--- src/rtl/store_buffer_if.sv ---
// Store-buffer bus bundle: store request, load probe and data-memory write port.
// The buffer uses the slave modport; the pipeline/memory side uses master.
interface store_buffer_if;
  logic        st_valid;
  logic [31:0] st_addr;
  logic [31:0] st_wdata;
  logic [3:0]  st_be;
  logic [31:0] st_pc;
  logic        st_ready;
  logic        ld_valid;
  logic [31:0] ld_addr;
  logic        ld_stall;
  logic        dm_ready;
  logic        dm_we;
  logic [31:0] dm_addr;
  logic [31:0] dm_wd;
  logic [3:0]  dm_be;
  logic [31:0] dm_pc;
  logic        empty;

  modport slave (
    input  st_valid, st_addr, st_wdata, st_be, st_pc, ld_valid, ld_addr, dm_ready,
    output st_ready, ld_stall, dm_we, dm_addr, dm_wd, dm_be, dm_pc, empty
  );

  modport master (
    output st_valid, st_addr, st_wdata, st_be, st_pc, ld_valid, ld_addr, dm_ready,
    input  st_ready, ld_stall, dm_we, dm_addr, dm_wd, dm_be, dm_pc, empty
  );
endinterface

--- src/rtl/store_buffer.sv ---
// In-order store buffer between EX/MEM and data memory, one drain per cycle.
// Define STORE_BUFFER_MERGE_EN to merge same-word pushes into the tail entry.
module store_buffer #(
  parameter int unsigned DEPTH = 4,
  parameter int unsigned AW    = 30
) (
  input logic            clk,
  input logic            reset,
  store_buffer_if.slave  bus
);
  localparam int unsigned PW = $clog2(DEPTH);
  localparam int unsigned CW = PW + 1;

  typedef struct packed {
    logic [AW-1:0] addr;
    logic [31:0]   data;
    logic [3:0]    be;
    logic [31:0]   pc;
  } entry_t;

  entry_t           mem [DEPTH];
  logic [DEPTH-1:0] valid;
  logic [CW-1:0]    count;
  logic [PW-1:0]    rd_ptr;
  logic [PW-1:0]    wr_ptr;
  logic [PW-1:0]    tail;
  logic [AW-1:0]    st_word;
  logic [AW-1:0]    ld_word;
  logic [31:0]      merged_data;
  logic             push_any;
  logic             alloc;
  logic             pop;
  logic             merge;
  logic             hit;
  logic             unused_low_bits;

  assign st_word         = bus.st_addr[AW+1:2];
  assign ld_word         = bus.ld_addr[AW+1:2];
  assign unused_low_bits = ^{bus.st_addr[1:0], bus.ld_addr[1:0]};
  assign tail            = wr_ptr - PW'(1);

`ifdef STORE_BUFFER_MERGE_EN
  // Merge only into a tail that is not leaving this cycle.
  assign merge = bus.st_valid && (bus.st_be != 4'h0) && (count != CW'(0)) &&
                 (st_word == mem[tail].addr) && !(pop && (count == CW'(1)));
`else
  assign merge = 1'b0;
`endif

  assign bus.st_ready = (count < CW'(DEPTH)) || merge;
  assign pop          = (count != CW'(0)) && bus.dm_ready;
  assign push_any     = bus.st_valid && bus.st_ready && (bus.st_be != 4'h0);
  assign alloc        = push_any && !merge;

  assign bus.dm_we   = pop;
  assign bus.dm_addr = 32'({mem[rd_ptr].addr, 2'b00});
  assign bus.dm_wd   = mem[rd_ptr].data;
  assign bus.dm_be   = mem[rd_ptr].be;
  assign bus.dm_pc   = mem[rd_ptr].pc;
  assign bus.empty   = (count == CW'(0));

  // Word-granular hazard check against pending entries and the incoming store.
  always_comb begin
    hit = 1'b0;
    for (int i = 0; i < int'(DEPTH); i++) begin
      if (valid[i] && (mem[i].addr == ld_word)) hit = 1'b1;
    end
    if (push_any && (st_word == ld_word)) hit = 1'b1;
  end

  assign bus.ld_stall = bus.ld_valid && hit;

  always_comb begin
    merged_data = mem[tail].data;
    for (int i = 0; i < 4; i++) begin
      if (bus.st_be[i]) merged_data[8*i +: 8] = bus.st_wdata[8*i +: 8];
    end
  end

  // Entry payload storage; contents are qualified by the valid bits.
  always_ff @(posedge clk) begin
    if (alloc) begin
      mem[wr_ptr] <= '{addr: st_word, data: bus.st_wdata, be: bus.st_be, pc: bus.st_pc};
    end else if (merge) begin
      mem[tail] <= '{addr: mem[tail].addr, data: merged_data,
                     be: mem[tail].be | bus.st_be, pc: bus.st_pc};
    end
  end

  always_ff @(posedge clk) begin
    if (reset) begin
      count  <= CW'(0);
      rd_ptr <= PW'(0);
      wr_ptr <= PW'(0);
      valid  <= '0;
    end else begin
      if (pop) begin
        valid[rd_ptr] <= 1'b0;
        rd_ptr        <= rd_ptr + PW'(1);
      end
      if (alloc) begin
        valid[wr_ptr] <= 1'b1;
        wr_ptr        <= wr_ptr + PW'(1);
      end
      case ({alloc, pop})
        2'b10:   count <= count + CW'(1);
        2'b01:   count <= count - CW'(1);
        default: count <= count;
      endcase
    end
  end
endmodule

--- src/flat_wrapper.sv ---
// flat-port wrapper written by rule: the top's interface ports become plain ports
module store_buffer_flat 
#(
  parameter int unsigned DEPTH = 4,
  parameter int unsigned AW    = 30
)
  (clk, reset, bus_st_valid, bus_st_addr, bus_st_wdata, bus_st_be, bus_st_pc, bus_ld_valid, bus_ld_addr, bus_dm_ready, bus_st_ready, bus_ld_stall, bus_dm_we, bus_dm_addr, bus_dm_wd, bus_dm_be, bus_dm_pc, bus_empty);
  store_buffer_if bus_i ();
  input logic clk;
  input logic reset;
  input wire logic [$bits(bus_i.st_valid)-1:0] bus_st_valid;
  input wire logic [$bits(bus_i.st_addr)-1:0] bus_st_addr;
  input wire logic [$bits(bus_i.st_wdata)-1:0] bus_st_wdata;
  input wire logic [$bits(bus_i.st_be)-1:0] bus_st_be;
  input wire logic [$bits(bus_i.st_pc)-1:0] bus_st_pc;
  input wire logic [$bits(bus_i.ld_valid)-1:0] bus_ld_valid;
  input wire logic [$bits(bus_i.ld_addr)-1:0] bus_ld_addr;
  input wire logic [$bits(bus_i.dm_ready)-1:0] bus_dm_ready;
  output wire logic [$bits(bus_i.st_ready)-1:0] bus_st_ready;
  output wire logic [$bits(bus_i.ld_stall)-1:0] bus_ld_stall;
  output wire logic [$bits(bus_i.dm_we)-1:0] bus_dm_we;
  output wire logic [$bits(bus_i.dm_addr)-1:0] bus_dm_addr;
  output wire logic [$bits(bus_i.dm_wd)-1:0] bus_dm_wd;
  output wire logic [$bits(bus_i.dm_be)-1:0] bus_dm_be;
  output wire logic [$bits(bus_i.dm_pc)-1:0] bus_dm_pc;
  output wire logic [$bits(bus_i.empty)-1:0] bus_empty;
  assign bus_i.st_valid = bus_st_valid;
  assign bus_i.st_addr = bus_st_addr;
  assign bus_i.st_wdata = bus_st_wdata;
  assign bus_i.st_be = bus_st_be;
  assign bus_i.st_pc = bus_st_pc;
  assign bus_i.ld_valid = bus_ld_valid;
  assign bus_i.ld_addr = bus_ld_addr;
  assign bus_i.dm_ready = bus_dm_ready;
  assign bus_st_ready = bus_i.st_ready;
  assign bus_ld_stall = bus_i.ld_stall;
  assign bus_dm_we = bus_i.dm_we;
  assign bus_dm_addr = bus_i.dm_addr;
  assign bus_dm_wd = bus_i.dm_wd;
  assign bus_dm_be = bus_i.dm_be;
  assign bus_dm_pc = bus_i.dm_pc;
  assign bus_empty = bus_i.empty;
  store_buffer #(.DEPTH(DEPTH), .AW(AW)) u_core (.clk(clk), .reset(reset), .bus(bus_i));
endmodule
--- config.mk ---
export PLATFORM = sky130hd
export DESIGN_NAME = store_buffer_flat
export DESIGN_NICKNAME = d
export VERILOG_FILES = /design/src/rtl/store_buffer_if.sv /design/src/rtl/store_buffer.sv /design/src/flat_wrapper.sv
export SDC_FILE = /design/constraint.sdc
export NUM_CORES = 1
export LEC_CHECK = 0
export CORE_MARGIN = 2
export CORE_UTILIZATION = 37
export CTS_CLUSTER_SIZE = 16
export DETAILED_ROUTE_END_ITERATION = 8
export PLACE_DENSITY = 0.7
export REMOVE_ABC_BUFFERS = 1
export SETUP_SLACK_MARGIN = 0.15
export SLEW_MARGIN = 20
export SYNTH_ARGS = -nofsm -noshare
export SYNTH_HDL_FRONTEND = slang
export SYNTH_SLANG_ARGS = --single-unit
export TNS_END_PERCENT = 5
--- constraint.sdc ---
create_clock -name clk -period 3.62 [get_ports clk]
set_input_delay 0.724 -clock clk [delete_from_list [all_inputs] [get_ports clk]]
set_output_delay 0.724 -clock clk [all_outputs]
set_load 0.01 [all_outputs]
==> impl_metrics.env, run 1 <==
export IMPL_yosys_warnings=0
export IMPL_synth_compound_area_share_pct=0.356
export IMPL_dieHeight_um=215
export IMPL_synth_simple_area_share_pct=2.63
export IMPL_rows=77
export IMPL_avgSynthCellArea_um2=20.1
export IMPL_synth_top_area_share_pct=71.2
export IMPL_die_x_um=215
export IMPL_netlist_instances=821
export IMPL_wl_um=39600
export IMPL_drv_slew=0
export IMPL_clk_latency_ns=0.56
export IMPL_syn_to_final_growth_pct=31.4
export IMPL_finalSetupViolCount=0
export IMPL_holdPathStages=2
export IMPL_hold_buffers=0
export IMPL_worstPathArrival_ns=2.75
export IMPL_crit_path_max_incr_delay_ns=0.57
export IMPL_regArea_um2=12000
export IMPL_ant_nets=0
export IMPL_gp_congestion=0.863
export IMPL_grt_start_max_net_pins=43
export IMPL_ys_ff_latch=405
export IMPL_reg2reg_slack_ns=1.46
export IMPL_place_ws_ns=-0.644
export IMPL_yosysMostFrequentCell="edfxtp_1"
export IMPL_maxCapViolations=0
export IMPL_n_fill_cell=3754
export IMPL_top_layer="met5"
export IMPL_hold_path_class="flop to flop"
export IMPL_worst_path_max_delay_cell="or4_4"
export IMPL_avgViaCountPerCell=4.88
export IMPL_min_period_ns=3.48
export IMPL_criticalPathCategory="input pin to primary output"
export IMPL_pwr_share_clk_pct=29.6
export IMPL_multi_input_area_um2=4290
export IMPL_drc=0
export IMPL_ir_drop_v=0.000497
export IMPL_grt_pass1_vias=9518
export IMPL_setup_ws_ns=0.144
export IMPL_wl_met1_um=16200
export IMPL_critPathLaunchType="input pin"
export IMPL_r2r_cells=5
export IMPL_power_frac_seq_pct=42.0
export IMPL_power_density_nw_per_um2=653
export IMPL_power_switching_mw=3.79
export IMPL_postPlaceCellArea_um2=20300
export IMPL_synth_top_family_by_area="multiplexers"
export IMPL_cpLargestDelayFamily="simple AND/OR/NAND/NOR gates"
export IMPL_clk_path_buf_depth=3
export IMPL_finClkSkew_ns=0.0166
export IMPL_antenna_found_initial=4
export IMPL_whs_endpoint="u_core.valid[3]"
export IMPL_grt_ovfl_total=0
export IMPL_synthTopCellsByArea="edfxtp_1 (71%), mux4_2 (13%), xnor2_1 (5.8%)"
export IMPL_async_flop_share_pct=0
export IMPL_ios=241
export IMPL_met3WireLength_um=2780
export IMPL_synth_seq_area_share_pct=72.8
export IMPL_cp_max_fo=3
export IMPL_antenna_cells=0
export IMPL_portBuffers=234
export IMPL_drtIter0Drc=447
export IMPL_grtUsageTotal_pct=17.3
export IMPL_ys_types=30
export IMPL_pwr_share_comb_pct=28.4
export IMPL_hp_start="u_core.valid[3]"
export IMPL_slew_headroom_pct=49.3
export IMPL_nets=1298
export IMPL_initial_core_util_pct=37.5
export IMPL_outcome="complete, no violations"
export IMPL_dp_hpwl_um=27000
export IMPL_worst_pin_slew_ns=0.760
export IMPL_wl_met2_um=19700
export IMPL_r2r_start="u_core.count[2]"
export IMPL_synth_top_cell_by_area="edfxtp_1"
export IMPL_synth_edf_count=392
export IMPL_path_cells="clkdlybuf4s50_1 > xnor2_1 > nand4_1 > or4_4 > a41oi_2 > buf_2"
export IMPL_finalCritPeriodShare_pct=96.0
export IMPL_cts_tree="done"
export IMPL_p_sw_share_pct=26.7
export IMPL_cp_end_kind="primary output"
export IMPL_required_ns=2.90
export IMPL_p_leak_nw=7.04
export IMPL_synth_commonest_cells="edfxtp_1 (392), xnor2_1 (110), mux4_2 (98)"
export IMPL_dieArea_um2=46400
export IMPL_path_buf_inv=2
export IMPL_cts_num_sinks=405
export IMPL_avgRoutedWirePerCell_um=22.3
export IMPL_clock_fmax_mhz=288
export IMPL_first_pass_iters=6
export IMPL_stdcell_area_um2=21700
export IMPL_via_count=8657
export IMPL_rsz0062_at_grt="yes"
export IMPL_p_int_mw=10.4
export IMPL_core_area_um2=44100
export IMPL_muxShareOfSynthArea_pct=13.5
export IMPL_netlist_area_um2=16500
export IMPL_cts_clk_slew_worst_paths_ns=0.06
export IMPL_synth_adder_area_share_pct=0.802
export IMPL_r2r_end="u_core.mem[3][24]"
export IMPL_hold_violations=0
export IMPL_h_tree_depth=2
export IMPL_cts_made_buffers=42
export IMPL_ys_flop_type="edfxtp_1"
export IMPL_grt_pass1_wl_um=59600
export IMPL_layout_drive_gt1_share_pct=24.4
export IMPL_synth_xor_area_share_pct=8.16
export IMPL_clockRootBuffer="clkbuf_16"
==> power groups by stage <==
stage / combinational, mW / clock, mW / sequential (mW)
after floorplan: 1.85 / 0 / 6.25
after global placement: 4.03 / 0 / 6.06
after detailed placement: 4.02 / 0 / 6.10
after CTS: 4.06 / 4.31 / 6.00
after global routing: 4.32 / 4.47 / 6.01
final: 4.03 / 4.20 / 5.96
==> flip-flops by register name, summed over array words and instances (netlist names), named ones only <==
register       cells
u_core.wr_ptr      2
u_core.valid       4
u_core.mem       392
u_core.rd_ptr      2
u_core.count       3
==> how the worst max path moves through the flow <==
stage	start	cells past startpoint	end
after detailed placement	bus_ld_addr[19]	8	bus_ld_stall
after global placement	bus_ld_addr[19]	8	bus_ld_stall
final	bus_ld_addr[9]	6	bus_ld_stall
after CTS	flop	3	bus_dm_pc[14]
after global routing	bus_ld_addr[9]	8	bus_ld_stall
after floorplan	flop	1	bus_dm_addr[10]
==> stage by stage <==
stage          hold slack, ns  power [mW]  cells  util, %  setup TNS (ns)
4_1_cts                 0.503        14.4   1769     49.1               0
5_1_grt                 0.520        14.8   1774     49.2               0
2_1_floorplan           0.456        8.10    765        -         -288.31
3_3_place_gp            0.474        10.1   1694     46.0          -0.722
6_report                0.501        14.2   1774     49.2               0
3_5_place_dp            0.485        10.1   1694     46.0          -0.644
==> layout make-up <==
class	instances	area share, %
flip-flops and latches	405	55.4
multi-input cells	350	19.8
repair buffers	342	15.1
clock buffers	58	5.30
well taps	592	3.41
clock inverters	17	0.898
inverters	10	0.173
==> cells by family after synthesis <==
| logic type | count (synthesis) |
|---|---|
| other cells | 1 |
| xor+xnor | 154 |
| flops | 405 |
| fa+ha+maj | 10 |
| mux | 100 |
| compound gates | 9 |
| buf+inv | 67 |
| simple gates | 75 |
==> tightest hold or removal path: stages, from the launching register on <==
cell,delay (ns)
dfxtp_1,0.33
a21oi_1,0.06
nor2_1,0.07
==> cell usage in the layout (no fill, tap or decap), types with 2 or more instances in the layout <==
cell type / count
edfxtp_1: 392
inv_1: 10
mux4_2: 98
ha_1: 9
bufinv_16: 3
conb_1: 2
dlymetal6s2s_1: 5
and2_4: 4
inv_6: 2
nor4_1: 12
clkdlybuf4s50_1: 205
buf_4: 97
dfxtp_1: 11
clkbuf_8: 4
dlygate4sd2_1: 22
clkbuf_1: 12
nand3_1: 2
clkinv_2: 5
nor2_1: 12
mux2i_1: 2
nand2_1: 4
dfxtp_4: 2
clkinvlp_4: 3
nor4_2: 4
nand4_1: 30
clkbuf_16: 42
xnor2_1: 109
xor2_2: 4
a21oi_1: 6
buf_12: 11
xor2_1: 40
==> repair_timing <==
action / 4_1_cts / 5_1_grt
hold endpoints to repair: 0 / 0
gates cloned: 0 / 0
pin swaps: 9 / 5
gates resized for setup: 35 / 10
endpoints found under the setup margin: 2 / 24
setup buffers: 0 / 5
==> layer usage <==
| metal | vias to the layer above | GRT usage [%] |
|---|---|---|
| met5 | - | 0 |
| met4 | 2 | 5.70 |
| met3 | 60 | 5.07 |
| met2 | 231 | 28.7 |
| met1 | 4453 | 22.0 |
| li1 | 3911 | - |
Power figures use the tool's default switching activity.
==> inputs of run 2 (changes only) <==
--- a/config.mk
+++ b/config.mk
@@ -9,7 +9,8 @@
 export CORE_UTILIZATION = 37
 export CTS_CLUSTER_SIZE = 16
 export DETAILED_ROUTE_END_ITERATION = 8
-export PLACE_DENSITY = 0.7
+export DONT_BUFFER_PORTS = 1
+export PLACE_DENSITY = 0.6
 export REMOVE_ABC_BUFFERS = 1
 export SETUP_SLACK_MARGIN = 0.15
 export SLEW_MARGIN = 20
==> impl_metrics.env, run 2 (same netlist as run 1, synthesis figures left out) <==
export IMPL_ant_nets=0
export IMPL_wl_um=37800
export IMPL_slew_headroom_pct=42.7
export IMPL_top_register="u_core.mem"
export IMPL_antenna_found_initial=0
export IMPL_first_pass_iters=5
export IMPL_layout_drive_gt1_share_pct=21.2
export IMPL_portBuffers=0
export IMPL_gp_congestion=0.811
export IMPL_via_count=7536
export IMPL_grt_busiest_layer="met2"
export IMPL_n_fill_cell=3900
export IMPL_final_cells=1456
export IMPL_path_buf_inv=1
export IMPL_place_ws_ns=0.548
export IMPL_setup_ws_ns=0.359
export IMPL_finalCritPeriodShare_pct=90.1
export IMPL_antenna_cells=0
export IMPL_grtUsageTotal_pct=16.5
export IMPL_grt_use_met1_pct=21.1
export IMPL_outcome="complete, no violations"
export IMPL_hp_start="reset"
export IMPL_clk_latency_ns=0.56
export IMPL_cp_max_fo=8
export IMPL_syn_to_final_growth_pct=12.9
export IMPL_cts_clk_slew_worst_paths_ns=0.06
export IMPL_critical_path_startpoint="u_core.count[2]"
export IMPL_ios=241
export IMPL_cts_num_sinks=405
export IMPL_largest_registers="u_core.mem x392, u_core.valid x4, u_core.count x3"
export IMPL_r2r_cells=4
export IMPL_grt_util_met3_pct=6.68
export IMPL_hold_path_class="input pin to flop"
export IMPL_stdcell_area_um2=18700
export IMPL_multi_input_area_um2=4220
export IMPL_dieArea_um2=46400
export IMPL_grt_pass1_wl_um=55700
export IMPL_r2r_start="u_core.count[2]"
export IMPL_layout_common_cells="edfxtp_1 (392), xnor2_1 (110), mux4_2 (98)"
export IMPL_cpLargestDelayFamily="simple AND/OR/NAND/NOR gates"
export IMPL_finClkSkew_ns=0.0131
export IMPL_h_tree_depth=2
export IMPL_die_x_um=215
export IMPL_tns_ns=0
export IMPL_p_leak_nw=5.62
export IMPL_mostFrequentLayoutCell="edfxtp_1"
export IMPL_rows=77
export IMPL_grt_ovfl_total=0
export IMPL_regArea_um2=12000
export IMPL_initial_core_util_pct=37.5
export IMPL_cts_made_buffers=44
export IMPL_dieHeight_um=215
export IMPL_drc=0
export IMPL_worst_pin_slew_ns=0.859
export IMPL_dp_cells=1375
export IMPL_finalSetupViolCount=0
export IMPL_criticalPathCategory="flop to primary output"
export IMPL_largest_register_ffs=392
export IMPL_timing_hold_ws_ns=0.234
export IMPL_postPlaceCellArea_um2=17300
export IMPL_holdPathStages=1
export IMPL_grt_pass1_vias=8077
export IMPL_maxCapViolations=0
export IMPL_reg2reg_slack_ns=1.30
export IMPL_drv_slew=0
export IMPL_rsz0062_at_grt="no"
export IMPL_crit_path_max_incr_delay_ns=0.53
export IMPL_drtIter0Drc=665
export IMPL_hold_buffers=0
export IMPL_power_density_nw_per_um2=690
export IMPL_nets=976
export IMPL_cts_tree="done"
export IMPL_critPathLaunchType="flop"
export IMPL_core_area_um2=44100
export IMPL_dp_hpwl_um=25500
export IMPL_avgRoutedWirePerCell_um=26.0
export IMPL_r2r_end="u_core.mem[1][39]"
export IMPL_clockRootBuffer="clkbuf_16"
export IMPL_ir_drop_v=0.000445
export IMPL_path_cells="inv_1 > and3_1 > nand4_1 > or4_1 > a41oi_2"
export IMPL_use_met2_pct=25.6
export IMPL_clk_path_buf_depth=3
export IMPL_min_period_ns=3.26
export IMPL_cts_setup_buffers=0
export IMPL_worst_path_max_delay_cell="or4_1"
export IMPL_worstPathArrival_ns=2.54
export IMPL_cp_end_kind="primary output"
export IMPL_avgViaCountPerCell=5.18
export IMPL_cts_resized_gates=0
export IMPL_hold_violations=0
export IMPL_clock_fmax_mhz=307
export IMPL_required_ns=2.90
export IMPL_grt_start_max_net_pins=49
==> run 2: power by group <==
group | switching [mW] | total [mW] | internal, mW
registers | 0.263 | 6.00 | 5.73
logic | 1.51 | 2.65 | 1.14
clock network | 1.79 | 4.24 | 2.45
==> run 2: final cells by class <==
| type | instances | share of cell area, % |
|---|---|---|
| Tap cell | 592 | 3.97 |
| Multi-Input combinational cell | 350 | 22.6 |
| Clock buffer | 51 | 6.26 |
| Sequential cell | 405 | 64.5 |
| Timing Repair Buffer | 18 | 1.46 |
| Inverter | 10 | 0.201 |
| Clock inverter | 30 | 1.06 |
==> run 2: layer usage <==
metal / vias up / wire length, um
met4: 0 / 901
met5: - / 0
met2: 262 / 17700
met1: 3940 / 15500
li1: 3272 / -
met3: 62 / 3720
==> run 2: worst max path at each step <==
| stage | end | slack [ns] | cells after the start |
|---|---|---|---|
| CTS | bus_ld_stall | 0.32 | 5 |
| floorplan | bus_dm_addr[10] | -1.88 | 1 |
| finish | bus_ld_stall | 0.36 | 5 |
| global route | bus_ld_stall | 0.25 | 5 |
| global placement | bus_ld_stall | 0.58 | 5 |
| detailed placement | bus_ld_stall | 0.55 | 5 |
==> run 2: per-stage QoR <==
stage / power [mW] / util, %
global route: 13.4 / 42.3
finish: 12.9 / 42.3
floorplan: 8.10 / -
CTS: 13.1 / 42.3
detailed placement: 8.84 / 39.2
global placement: 8.80 / 39.2
